`src/rtl/rib_arbiter.sv`:
```
// Two-master / one-slave round-robin bus arbiter with registered req/ack handshake.
// Optional slave-response timeout is enabled by defining ARB_TIMEOUT_EN.
module rib_arbiter #(
    parameter int TIMEOUT = 16,
    parameter int CNT_W   = 8
) (
    input  logic        clk,
    input  logic        rst,
    input  logic        m0_req_i,
    input  logic        m0_we_i,
    input  logic [31:0] m0_addr_i,
    input  logic [31:0] m0_wdata_i,
    output logic [31:0] m0_rdata_o,
    output logic        m0_ack_o,
    output logic        m0_err_o,
    input  logic        m1_req_i,
    input  logic        m1_we_i,
    input  logic [31:0] m1_addr_i,
    input  logic [31:0] m1_wdata_i,
    output logic [31:0] m1_rdata_o,
    output logic        m1_ack_o,
    output logic        m1_err_o,
    output logic        s_req_o,
    output logic        s_we_o,
    output logic [31:0] s_addr_o,
    output logic [31:0] s_wdata_o,
    input  logic [31:0] s_rdata_i,
    input  logic        s_ack_i,
    output logic        hold_flag_o
);

    typedef enum logic {IDLE, BUSY} state_t;

    state_t state, state_next;
    logic   owner;
    logic   last_owner;
    logic   grant_valid;
    logic   grant_sel;
    logic   abort;
    logic   done;

    if (TIMEOUT < 2 || TIMEOUT > 255 || (1 << CNT_W) <= TIMEOUT) begin : g_bad_cfg
        $error("rib_arbiter: illegal TIMEOUT/CNT_W combination");
    end

    // Tie goes to whichever master did not own the previous transaction.
    always_comb begin
        grant_valid = m0_req_i | m1_req_i;
        grant_sel   = 1'b0;
        if (m0_req_i && m1_req_i)
            grant_sel = ~last_owner;
        else if (m1_req_i)
            grant_sel = 1'b1;
    end

`ifdef ARB_TIMEOUT_EN
    logic [CNT_W-1:0] cnt;

    // Held at zero while idle, so every transaction starts counting from zero.
    always_ff @(posedge clk or posedge rst) begin
        if (rst)
            cnt <= '0;
        else if (state == IDLE)
            cnt <= '0;
        else if (!s_ack_i)
            cnt <= cnt + CNT_W'(1);
    end

    assign abort = (state == BUSY) && !s_ack_i && (cnt == CNT_W'(TIMEOUT - 1));

    always_ff @(posedge clk or posedge rst) begin
        if (rst) begin
            m0_err_o <= 1'b0;
            m1_err_o <= 1'b0;
        end else begin
            m0_err_o <= abort && !owner;
            m1_err_o <= abort && owner;
        end
    end
`else
    assign abort    = 1'b0;
    assign m0_err_o = 1'b0;
    assign m1_err_o = 1'b0;
`endif

    assign done = (state == BUSY) && (s_ack_i || abort);

    always_comb begin
        state_next = state;
        case (state)
            IDLE:    if (grant_valid) state_next = BUSY;
            BUSY:    if (done)        state_next = IDLE;
            default: state_next = IDLE;
        endcase
    end

    always_ff @(posedge clk or posedge rst) begin
        if (rst) begin
            state      <= IDLE;
            owner      <= 1'b0;
            last_owner <= 1'b1;
            s_req_o    <= 1'b0;
            s_we_o     <= 1'b0;
            s_addr_o   <= '0;
            s_wdata_o  <= '0;
            m0_ack_o   <= 1'b0;
            m1_ack_o   <= 1'b0;
            m0_rdata_o <= '0;
            m1_rdata_o <= '0;
        end else begin
            state    <= state_next;
            m0_ack_o <= 1'b0;
            m1_ack_o <= 1'b0;

            // Master inputs are only looked at here, at grant time.
            if (state == IDLE && grant_valid) begin
                owner     <= grant_sel;
                s_req_o   <= 1'b1;
                s_we_o    <= grant_sel ? m1_we_i    : m0_we_i;
                s_addr_o  <= grant_sel ? m1_addr_i  : m0_addr_i;
                s_wdata_o <= grant_sel ? m1_wdata_i : m0_wdata_i;
            end

            if (done) begin
                s_req_o    <= 1'b0;
                last_owner <= owner;
                if (owner) begin
                    m1_ack_o   <= 1'b1;
                    m1_rdata_o <= abort ? 32'h0 : s_rdata_i;
                end else begin
                    m0_ack_o   <= 1'b1;
                    m0_rdata_o <= abort ? 32'h0 : s_rdata_i;
                end
            end
        end
    end

    // Stall the pipe from load/store request until the cycle its ack appears.
    assign hold_flag_o = m0_req_i & ~m0_ack_o;

endmodule

```
`config.mk`:
```
export PLATFORM = sky130hd
export DESIGN_NAME = rib_arbiter
export DESIGN_NICKNAME = d
export VERILOG_FILES = /design/src/rtl/rib_arbiter.sv
export SDC_FILE = /design/constraint.sdc
export NUM_CORES = 1
export LEC_CHECK = 0
export ABC_AREA = 1
export BUFFER_PORTS_ARGS = -buffer_cell sky130_fd_sc_hd__buf_4
export CAP_MARGIN = 20
export CORE_ASPECT_RATIO = 0.9
export CORE_MARGIN = 8
export CORE_UTILIZATION = 48
export DETAILED_ROUTE_END_ITERATION = 6
export GPL_TIMING_DRIVEN = 0
export PLACE_DENSITY = 0.83
export RECOVER_POWER = 25
export SLEW_MARGIN = 10
export SYNTH_ARGS = -nofsm -noshare
export SYNTH_HDL_FRONTEND = slang
export SYNTH_SLANG_ARGS = --single-unit
```
`constraint.sdc`:
```
create_clock -name clk -period 7.5 [get_ports clk]
set_clock_uncertainty 0.1 [all_clocks]
set_input_delay 0 -clock clk [delete_from_list [all_inputs] [get_ports clk]]
set_output_delay 0 -clock clk [all_outputs]
set_load 0.05 [all_outputs]
```
==> flow_metrics.env <==
export IMPL_synth_cell_types=14
export IMPL_hold_viol=0
export IMPL_io_pins=302
export IMPL_period_share=0.323
export IMPL_critPathKind="reg -> reg"
export IMPL_cts_sinks=135
export IMPL_grt_pass1_vias=8621
export IMPL_ys_seq_area_frac=0.539
export IMPL_viasPerCell=5.45
export IMPL_placed_area_um2=8760
export IMPL_yosys_top_cells_area="dfrtp_1 53%, nand2_1 16%, nand3_1 10%"
export IMPL_min_to="s_addr_o[1]"
export IMPL_switchingPower_mw=2.38
export IMPL_multiInputGateArea_um2=2010
export IMPL_path_cells="nand2_1 > nand2_1 > buf_2 > buf_2 > nand2_1 > nand3_1 > dlygate4sd3_1 > nand2_1"
export IMPL_grt_pass1_wl_mm=46.0
export IMPL_power_mw=4.70
export IMPL_detail_route_antenna_nets=0
export IMPL_swShare=0.507
export IMPL_fmax_mhz=413
export IMPL_nFillCells=695
export IMPL_crit_slowest_cell="dlygate4sd3_1"
export IMPL_period_needed_ps=2420
export IMPL_cts_tree="built"
export IMPL_worst_pin_slew_ps=2760
export IMPL_cts_root_buf="clkbuf_16"
export IMPL_chipHeight_um=124
export IMPL_r2r_setup_slack_ps=5080
export IMPL_worst_path_buf_inv=3
export IMPL_yosysTopAreaCellShare=0.535
export IMPL_max_vdd_ir_drop_v=0.000323
export IMPL_fin_tns_setup_ps=0
export IMPL_drt_iter0_drc=791
export IMPL_coreArea_um2=12700
export IMPL_placementRows=39
export IMPL_whs_ps=109
export IMPL_wl_mm=30.0
export IMPL_rsz0062_at_grt="false"
export IMPL_synthToLayoutAreaGrowth_pct=73.5
export IMPL_critPathMostFrequentCell="nand2_1"
export IMPL_status="complete, but fails checks"
export IMPL_clk_latency_ps=410
export IMPL_finalInstanceArea_um2=10900
export IMPL_setup_ws_ps=5080
export IMPL_clk_pin_slew_ps=60
export IMPL_synth_seq_cells=135
export IMPL_violations="max-capacitance violations, max-slew violations"
export IMPL_pwr_share_comb=0.538
export IMPL_antenna_found_initial=4
export IMPL_power_frac_seq=0.270
export IMPL_globalplace_congestion=0.928
export IMPL_htreeDepth=4
export IMPL_numCtsBuffers=17
export IMPL_final_util=0.854
export IMPL_timing_rr_end="s_addr_o[20]"
export IMPL_arrival_ps=2610
export IMPL_drt_first_pass_iters=7
export IMPL_worstHoldStart="m0_req_i"
export IMPL_io_buffers=299
export IMPL_whs_path_depth=5
export IMPL_grt_total_usage=0.346
export IMPL_start_kind="flip-flop"
export IMPL_dpl_hpwl_mm=16.0
export IMPL_dieArea_um2=17000
export IMPL_gr_total_overflow=0
export IMPL_dpl_worst_slack_ps=5840
export IMPL_die_x_um=136
export IMPL_cp_depth=8
export IMPL_cp_max_fo=10
export IMPL_syn_instance_count=825
export IMPL_internal_power_mw=2.31
export IMPL_slew_viol_final=60
export IMPL_relSlewSlack=-0.850
export IMPL_post_route_cells_drive_above_1_share=0.250
export IMPL_final_cells=1490
export IMPL_cts_resized_gates=0
export IMPL_synth_area_leader_cell="dfrtp_1"
export IMPL_reg2reg_depth=8
export IMPL_required_ps=7680
export IMPL_route_detailed_drc=0
export IMPL_p_clk_frac=0.192
export IMPL_dp_cells=1290
export IMPL_max_cap_violations=1
export IMPL_seq_area_um2=3380
export IMPL_syn_avg_cell_area_um2=7.60
export IMPL_routedWlPerCell_um=20.1
export IMPL_critical_path_top_delay_family="buffers and inverters"
export IMPL_yosys_warnings=0
export IMPL_powerDensity_nw_per_um2=432
export IMPL_r2r_start="last_owner"
export IMPL_hold_class="in -> reg"
export IMPL_vias=8125
export IMPL_p_leak_nw=6.02
export IMPL_setup_viol=0
export IMPL_slowest_delay_ps=570
export IMPL_endpoint_kind="flip-flop"
export IMPL_syn_area_um2=6270
export IMPL_fin_nets=1476
export IMPL_cts_buffer_depth=2
export IMPL_grt_max_degree=77
export IMPL_start_util=0.492
-- cell usage after synthesis, drive strengths merged --
cell and n:
clkbuf 11, conb 1, nand3 130, dfrtp 134
inv 169, dfstp 1, o21ai 67, buf 40
nand2 267, nor2 5
-- timing repair --
action                                  in CTS  in global routing
hold endpoints to repair                   191                  0
hold buffers                               164                  0
setup buffers                                0                  0
endpoints found under the setup margin       0                  0
-- metal layers --
metal  part of all wire  GRT usage
met4              0.086      0.267
met3              0.096     0.0988
met2               0.49      0.576
met1               0.33      0.359
met5                  0          0
-- tightest hold or removal path, delay by kind of cell --
kind	cells	cell delay (ps)
buffers and inverters	2	340
and+or+nand+nor	2	110
AOI/OAI and AO/OA	1	130
-- cells by family after synthesis --
family                 count (synthesis)  synth area share
and+or+nand+nor                      402             0.267
buffers and inverters                220             0.140
DFF                                  135             0.539
AOI/OAI and AO/OA                     67            0.0535
other                                  1          0.000598
-- sequential cells by signal (all words and copies together) (netlist names) --
register and flops:
m0_ack_o 1, m1_rdata_o 32, last_owner 1, m0_rdata_o 32, s_req_o 1, m1_ack_o 1
owner 1, s_addr_o 32, s_wdata_o 32, s_we_o 1, state 1
-- layout by cell type (no fill, tap or decap), drive strengths merged --
cell         synthesis  routed
clkinv               0       6
bufinv               0       4
clkbuf              11      73
nand3              130     130
clkinvlp             0       2
inv                169     169
buf                 40     298
diode                0       4
o21ai               67      67
nand2              267     267
dlygate4sd3          0     164
dfrtp              134     134
nor2                 5       5
conb                 1       2
dfstp                1       1
-- how the worst max path moves through the flow --
stage	slack [ps]	startpoint	end
finish	5080	last_owner	s_addr_o[20]
global route	4870	rst	s_addr_o[15]
CTS	5240	last_owner	s_addr_o[12]
detailed placement	5840	last_owner	s_addr_o[11]
global placement	2240	rst	s_addr_o[26]
floorplan	3790	rst	m0_ack_o
-- final cells by class --
type,count,share of cell area
clock buffers,20,0.0420
inverters,169,0.0584
clock inverters,12,0.0160
plain buffers,51,0.0225
well taps,164,0.0189
repair buffers,464,0.345
flip-flops and latches,135,0.311
multi-input cells,471,0.185
diodes,4,0.000920
-- power by group through the flow --
stage               combinational (mW)  sequential (mW)  clock, mW
detailed placement                2.38             1.24          0
CTS                               2.52             1.24      0.894
global placement                  2.35             1.23          0
global route                      2.63             1.29      0.936
floorplan                        0.455             2.34          0
finish                            2.52             1.27      0.904
No activity file was read; power rests on OpenSTA's default activity.
